--- src/rtl/ram1_blit_feeder.sv ---
// Buffers compute result words in a FIFO and issues them to the ram1 blit stage with incrementing addresses.
// Optional build macro RAM1_BLIT_FEEDER_STATS_EN enables the stall_cycles statistics counter.
module ram1_blit_feeder #(
   parameter int COMPUTE_OUT_FULL_WIDTH = 64,
   parameter int BLIT_ADDR_WIDTH        = 16,
   parameter int FIFO_DEPTH_LOG2        = 4
) (
   input  logic                              clk,
   input  logic                              rst,
   input  logic                              start,
   input  logic [BLIT_ADDR_WIDTH-1:0]        base_addr,
   input  logic [BLIT_ADDR_WIDTH-1:0]        word_count,
   output logic                              busy,
   output logic                              done,
   input  logic                              in_valid,
   input  logic [COMPUTE_OUT_FULL_WIDTH-1:0] in_data,
   output logic                              in_ready,
   output logic                              blit_req,
   output logic [COMPUTE_OUT_FULL_WIDTH-1:0] blit_data,
   output logic [BLIT_ADDR_WIDTH-1:0]        blit_addr,
   input  logic                              blit_ready,
   output logic [31:0]                       stall_cycles
);

   localparam logic [FIFO_DEPTH_LOG2:0] FIFO_DEPTH = {1'b1, {FIFO_DEPTH_LOG2{1'b0}}};

   typedef enum logic [1:0] {IDLE, RUN, DRAIN, DONE} state_t;

   state_t                            state;
   logic [COMPUTE_OUT_FULL_WIDTH-1:0] fifo_mem [1 << FIFO_DEPTH_LOG2];
   logic [FIFO_DEPTH_LOG2-1:0]        wr_ptr;
   logic [FIFO_DEPTH_LOG2-1:0]        rd_ptr;
   logic [FIFO_DEPTH_LOG2:0]          fifo_cnt;
   logic [BLIT_ADDR_WIDTH-1:0]        frame_count;
   logic [BLIT_ADDR_WIDTH-1:0]        accepted;
   logic [BLIT_ADDR_WIDTH-1:0]        issued;
   logic [BLIT_ADDR_WIDTH-1:0]        next_addr;
   logic                              fifo_full;
   logic                              fifo_nonempty;
   logic                              push;
   logic                              pop;

   assign fifo_full     = (fifo_cnt == FIFO_DEPTH);
   assign fifo_nonempty = (fifo_cnt != '0);
   assign in_ready      = (state == RUN) && !fifo_full && (accepted < frame_count);
   assign push          = in_valid && in_ready;
   // blit_req doubles as the holdoff: the blit stage's ready is stale in the cycle it sees req
   assign pop           = (state == RUN) && fifo_nonempty && blit_ready && !blit_req;

   always_ff @(posedge clk) begin
      if (push) fifo_mem[wr_ptr] <= in_data;
   end

   always_ff @(posedge clk or posedge rst) begin
      if (rst) begin
         state       <= IDLE;
         wr_ptr      <= '0;
         rd_ptr      <= '0;
         fifo_cnt    <= '0;
         frame_count <= '0;
         accepted    <= '0;
         issued      <= '0;
         next_addr   <= '0;
         busy        <= 1'b0;
         done        <= 1'b0;
         blit_req    <= 1'b0;
         blit_data   <= '0;
         blit_addr   <= '0;
      end else begin
         done     <= 1'b0;
         blit_req <= 1'b0;

         if (push) begin
            wr_ptr   <= wr_ptr + 1'b1;
            accepted <= accepted + 1'b1;
         end
         if (pop) begin
            rd_ptr    <= rd_ptr + 1'b1;
            blit_data <= fifo_mem[rd_ptr];
            blit_addr <= next_addr;
            next_addr <= next_addr + 1'b1;
            issued    <= issued + 1'b1;
            blit_req  <= 1'b1;
         end
         case ({push, pop})
            2'b10:   fifo_cnt <= fifo_cnt + 1'b1;
            2'b01:   fifo_cnt <= fifo_cnt - 1'b1;
            default: fifo_cnt <= fifo_cnt;
         endcase

         case (state)
            IDLE: begin
               if (start) begin
                  frame_count <= word_count;
                  next_addr   <= base_addr;
                  accepted    <= '0;
                  issued      <= '0;
                  if (word_count == '0) begin
                     state <= DONE;
                  end else begin
                     state <= RUN;
                     busy  <= 1'b1;
                  end
               end
            end
            RUN: begin
               // every accepted word has been popped, so the FIFO is already empty here
               if (issued == frame_count) state <= DRAIN;
            end
            DRAIN: begin
               if (blit_ready && !blit_req) begin
                  state <= DONE;
                  busy  <= 1'b0;
               end
            end
            DONE: begin
               state <= IDLE;
               done  <= 1'b1;
            end
            default: state <= IDLE;
         endcase
      end
   end

`ifdef RAM1_BLIT_FEEDER_STATS_EN
   logic [31:0] stall_q;

   always_ff @(posedge clk or posedge rst) begin
      if (rst) begin
         stall_q <= '0;
      end else if (state == IDLE && start) begin
         stall_q <= '0;
      end else if ((state == RUN || state == DRAIN) && fifo_nonempty &&
                   (!blit_ready || blit_req) && (stall_q != 32'hFFFF_FFFF)) begin
         stall_q <= stall_q + 1'b1;
      end
   end

   assign stall_cycles = stall_q;
`else
   assign stall_cycles = 32'd0;
`endif

endmodule

--- config.mk ---
export PLATFORM = sky130hd
export DESIGN_NAME = ram1_blit_feeder
export DESIGN_NICKNAME = d
export VERILOG_FILES = /design/src/rtl/ram1_blit_feeder.sv
export SDC_FILE = /design/constraint.sdc
export NUM_CORES = 1
export LEC_CHECK = 0
export ABC_AREA = 1
export CORE_AREA = 10 10 393 433
export DETAILED_ROUTE_END_ITERATION = 8
export DIE_AREA = 0 0 403 443
export GPL_ROUTABILITY_DRIVEN = 0
export PLACE_DENSITY = 0.48
export SKIP_CTS_REPAIR_TIMING = 1
export SYNTH_ARGS = -nofsm -noshare
export SYNTH_HDL_FRONTEND = slang
export SYNTH_SLANG_ARGS = --single-unit
--- constraint.sdc ---
create_clock -name clk -period 15.8 [get_ports clk]
set_input_delay 3.16 -clock clk [delete_from_list [all_inputs] [get_ports clk]]
set_output_delay 3.16 -clock clk [all_outputs]
set_load 0.1 [all_outputs]
**After elaboration in Yosys (flattened, before gate mapping)**

Memories as Yosys holds them, arrays and structs flattened. A register that Yosys moved wholly into a read port is not among the register bits.
Index checks and enable logic that the tools add are counted.

- Register bits after elaboration: 98
- Bits in writable memories: 1024
- Input bits: 101
- Output and inout bits: 116
- Word-level logic and storage cells: 72
- Memories: 1

- $add $sub $neg: 7
- Magnitude comparators: 1
- Equality and inequality tests: 11
- Mux-type cells: 23
- Reduce and logical (&&, ||, !) cells: 17

Memory list:

| name | depth | bits a word | read ports | clocked after Yosys merged registers in | wr ports | line | RTL |
|---|---|---|---|---|---|---|---|
| fifo_mem | 16 | 64 | 1 | 1 | 1 | 30 | `logic [COMPUTE_OUT_FULL_WIDTH-1:0] fifo_mem [1 << FIFO_DEPTH_LOG2];` |

Operators with widths:

| operator | number |
|---|---|
| two-way mux 16 bit | 9 |
| adder 16 x 1 -> 16 bit (second input constant) | 3 |
| equality test 16 bit | 1 |
| zero test 16 bit | 1 |
| less-than comparator 16 bit | 1 |
| one-hot mux 5 bit (2 select lines) | 1 |
| adder 4 x 1 -> 4 bit (second input constant) | 2 |
| two-way mux 2 bit | 4 |
| one-hot mux 2 bit (4 select lines) | 1 |
| logical AND 1 bit | 7 |
| two-way mux 1 bit | 7 |
| equality test 2 bit (second input constant) | 3 |
| inequality test 2 bit (second input constant) | 3 |
| adder 5 x 1 -> 5 bit (second input constant) | 1 |
| equality test 5 bit (second input constant) | 1 |
| nonzero test 5 bit | 1 |
| subtractor 5 x 1 -> 5 bit (second input constant) | 1 |
| equality test 2 x 1 -> 1 bit (second input constant) | 2 |
| AND reduction 4 bit | 1 |
| nonzero test 2 bit | 2 |
| AND reduction 3 bit | 1 |
| zero test 1 bit | 2 |
| zero test 2 bit | 1 |
| inequality test 2 x 1 -> 1 bit (second input constant) | 1 |
| 2 further kinds | 2 |

**Depth between registers and ports, before layout**

- Word-level depth: 8
- Gate-level depth with buffers: 18
- Depth with buffers taken out: 18

**Worst setup path after synthesis**

OpenSTA, ideal clock, no wires.

- Path kind: input to register
- From: in in_valid
- To: mem fifo_mem[0][0], enable pin
- Library setup time: 0.486 ns
- Arrival time: 6.382 ns
- Data required time: 15.314 ns
- Path slack: 8.932 ns
- Cell stages on the path: 5
- Buffers on the path: 1
- Path through: buf_2 -> nand3_2 -> inv_2 -> nand2_1 -> nor2_1

- Word-level cells in the longest chain between the ends: 3

Ends and longest elaborated chain:

| element | line | RTL |
|---|---|---|
| start, declared | 15 | `input logic in_valid,` |
| logical AND 1 bit | 46 | `assign push = in_valid && in_ready;` |
| two-way mux 1 bit | 51 | `if (push) fifo_mem[wr_ptr] <= in_data;` |
| two-way mux 1 bit (implied by the code) | 51 |  |
| end, declared | 30 |  |

No other way between the ends.

**Final worst setup path**

- From: reg frame_count[7]
- To: out in_ready

- Word-level cells in the longest chain between the ends: 2

Ends and longest elaborated chain:

| element | line | RTL |
|---|---|---|
| start, declared | 34 | `logic [BLIT_ADDR_WIDTH-1:0] frame_count;` |
| start signal, assigned | 94 | `frame_count <= word_count;` |
| less-than comparator 16 bit | 45 | `assign in_ready = (state == RUN) && !fifo_full && (accepted < frame_count);` |
| logical AND 1 bit | 45 |  |
| end, declared | 17 | `output logic in_ready,` |

No other way between the ends.

==> impl_metrics.py <==
metrics = {
    "yosys": {
        "synth.top_cell.area_share_pct": 64.0,
        "synth_area_um2": 48000,
        "ys_warn_count": 0,
        "seq_area_frac_synth_pct": 72.5,
        "synthCells": 3833,
        "synth_area_leader_cell": "edfxtp_1",
        "synth_edf_count": 1024,
        "ys_seq_elements": 1186,
        "synth_cell_types": 38,
        "ys.flop_type": "edfxtp_1",
        "avgSynthCellArea_um2": 12.5,
        "ys_top_cells_by_area": "edfxtp_1 64%, dfrtp_1 8.4%, o21ai_0 4.9%",
        "synthArstFlopShare_pct": 13.7,
    },
    "placement": {
        "dp_hpwl_um": 74300,
        "dpl_cell_area_um2": 51800,
        "dp_cells": 5941,
        "io_buffer_count": 184,
    },
    "cells_and_area": {
        "final_cells": 6178,
        "final_nets": 4089,
        "syn_to_final_growth_pct": 16.5,
        "fin_area_um2": 56000,
        "drive_above_1_share_pct": 6.29,
        "fill_cells": 15752,
    },
    "global_route": {
        "use_met1_pct": 19.5,
        "grt_max_degree": 201,
        "grt_pass1_vias": 29811,
        "antenna_found_initial": 11,
        "grt_pass1_wl_um": 199000,
        "grtUsageMet3_pct": 2.80,
        "overflow": 0,
        "grt_busiest_layer": "met2",
        "grt_use_total_pct": 14.7,
        "grt.met2_usage_pct": 24.3,
    },
    "pwr": {
        "p_int_mw": 6.33,
        "worst_ir_drop_vdd_mv": 0.210,
        "switchingPower_mw": 4.20,
        "p_sw_share_pct": 39.9,
        "p_comb_share_pct": 34.7,
        "leakagePower_nw": 19.5,
        "p_per_area_nw_per_um2": 188,
        "sequentialPowerShare_pct": 36.9,
        "p_clk_share_pct": 28.4,
        "fin_total_pwr_mw": 10.5,
    },
    "die": {
        "io_pins": 217,
        "die_y_um": 443,
        "rows": 155,
        "die-area_um2": 179000,
        "coreArea_um2": 161000,
        "start_util_pct": 29.8,
        "fp.dieW_um": 403,
    },
    "setup_path": {
        "reg2regPathDepth": 11,
        "cpMaxStageDelayCell": "clkdlybuf4s50_1",
        "r2r_end": "fifo_mem[14][31]",
        "crit_family": "buffers and inverters",
        "cp_max_fo": 26,
        "crit_type": "reg -> out",
        "critPathMaxStageDelay_ps": 1140,
        "cp.arrival_ps": 3930,
        "crit_top_cell": "nand2_1",
        "worst-path-stages": 9,
        "endpoint": "in_ready",
        "endpoint_kind": "output pin",
        "path_buf_inv": 3,
        "cp-startpoint": "frame_count[7]",
        "start_kind": "register",
        "cp.required_ps": 12640,
        "rr_startpoint": "frame_count[7]",
        "crit_path_cell_trace": "inv_1, ha_1, a21oi_1, o21a_1, nand2_1, nand2_1, nand2_1, inv_1, clkdlybuf4s50_1",
        "reg2reg_slack_ps": 11030,
    },
    "drt": {
        "drc": 0,
        "first_pass_iters": 5,
        "drt_iter0_drc": 2452,
        "num_vias": 29960,
        "routed_wl_um": 135000,
        "wl_per_cell_um": 21.8,
        "via_per_inst": 4.85,
        "ant_nets": 0,
    },
    "sta": {
        "tightest_slew_ps": 1320,
        "finalClockSkew_ps": 23.3,
        "finalHoldViolations": 0,
        "min_period_ps": 7090,
        "setup_violations": 0,
        "slew-limit-headroom_pct": 12.1,
        "fmax_ghz": 0.141,
        "finalCritPeriodShare_pct": 44.9,
        "setup_tns_ps": 0,
        "drv_slew": 0,
        "grt_setup_unrepaired": "false",
    },
    "min_path": {
        "worstHoldPathType": "reg -> reg",
    },
    "clocking": {
        "tritoncts": "yes",
        "cts_made_buffers": 132,
        "cts_root_buf": "clkbuf_16",
        "clkLatencyLatePin_ps": 760,
        "clk_pin_slew_ps": 60,
        "cts.htree.levels": 4,
        "clockBufferDepth": 3,
        "cts.sinks": 1186,
    },
    "flow_run": {
        "drv_cap": 0,
    },
    "run_status": {
        "outcome": "complete, no violations",
    },
}
==> flip-flops by register name, summed over array words and instances (netlist names) <==
name,cells
issued,16
fifo_cnt,5
frame_count,16
blit_data,64
busy,1
state,2
wr_ptr,4
next_addr,16
done,1
rd_ptr,4
blit_req,1
blit_addr,16
accepted,16
fifo_mem,1024
==> kinds of logic (layout without fill, tap and decap cells) <==
| group | after synthesis | after routing | synth area share, % |
|---|---|---|---|
| buffers and inverters | 421 | 614 | 4.15 |
| adders and majority gates | 32 | 32 | 0.849 |
| xor gates and xnor gates | 35 | 35 | 0.638 |
| muxes | 56 | 56 | 1.17 |
| and+or+nand+nor | 1263 | 1263 | 10.6 |
| other | 1 | 34 | 0.00781 |
| DFF | 1186 | 1186 | 72.5 |
| AOI/OAI and AO/OA | 839 | 839 | 10.2 |
==> power groups by stage <==
stage	Combinational (mW)	Sequential (mW)	Clock, mW
6_report	3.65	3.88	2.99
5_1_grt	3.99	3.91	3.19
4_1_cts	3.72	3.89	3.08
3_5_place_dp	3.71	3.95	0
3_3_place_gp	3.70	3.95	0
2_1_floorplan	1.94	4.53	0
==> per-layer routing <==
layer	part of all wire [%]	vias up
li1	-	14046
met1	45	15042
met2	48	681
met3	4.9	185
met4	2.3	6
met5	0.029	-
==> worst min path at each step <==
stage	from	to	slack (ps)	cells after the start
global route	blit_data[34]	blit_data[34]	490	2
floorplan	frame_count[1]	frame_count[1]	470	2
CTS	blit_data[34]	blit_data[34]	480	2
finish	blit_data[34]	blit_data[34]	470	2
detailed placement	blit_data[34]	blit_data[34]	470	2
global placement	blit_data[36]	blit_data[36]	460	2
==> synth_stat cells (all sizes together) (2+ instances only) <==
master and number:
nand2 602, o22ai 27, nand4 23, inv 156
o211ai 31, ha 31, o21a 2, nor3 17
buf 136, mux2i 56, edfxtp 1024, a21oi 132
or2 4, xnor2 9, nand3b 2, o221ai 148
o21ai 494, clkbuf 129, o21bai 3, nand3 174
nor2 439, dfrtp 162, xor2 26
==> per-stage QoR <==
stage                     utilization (%)  setup WS (ps)  hold WS (ps)
after floorplan                         -           8260           474
after global placement               32.1           8910           464
after detailed placement             32.1           8920           465
after CTS                            34.7           8600           481
after global routing                 34.7           8440           495
final                                34.7           8710           473
==> layout make-up <==
cell class | count | area (µm²) | area share (%)
Tap cell | 2119 | 2650 | 4.74
Clock inverter | 42 | 408 | 0.729
Clock buffer | 193 | 3780 | 6.75
Sequential cell | 1186 | 34800 | 62.2
Timing Repair Buffer | 223 | 2180 | 3.90
Multi-Input combinational cell | 2257 | 11500 | 20.5
Antenna cell | 2 | 5.00 | 0.00894
Inverter | 156 | 618 | 1.10
==> placed cells by master, fill, tap and decap left out, types with 5 or more instances in the layout <==
cell	netlist	layout
edfxtp_1	1024	1024
clkbuf_8	0	16
nor2_1	437	421
clkdlybuf4s50_1	0	184
a21oi_1	132	132
nand2_1	602	599
dfrtp_1	162	158
o22ai_1	27	27
inv_1	152	148
conb_1	1	32
nor2_4	1	18
buf_4	53	35
ha_1	31	31
o221ai_1	148	148
clkbuf_1	129	41
o21ai_1	27	27
xnor2_1	9	9
o21ai_0	467	467
bufinv_16	0	5
mux2i_1	56	56
o211ai_1	31	31
xor2_1	26	26
clkinv_1	0	16
inv_6	0	6
clkinv_2	0	8
clkbuf_16	0	136
nand4_1	23	23
nor3_1	17	17
nand3_1	173	173
==> tightest hold or removal path, cell delays in order, from the launching register on <==
cell	delay, ps
dfrtp_1	340
nand2_1	50
nand2_1	50
Power figures use the tool's default switching activity.
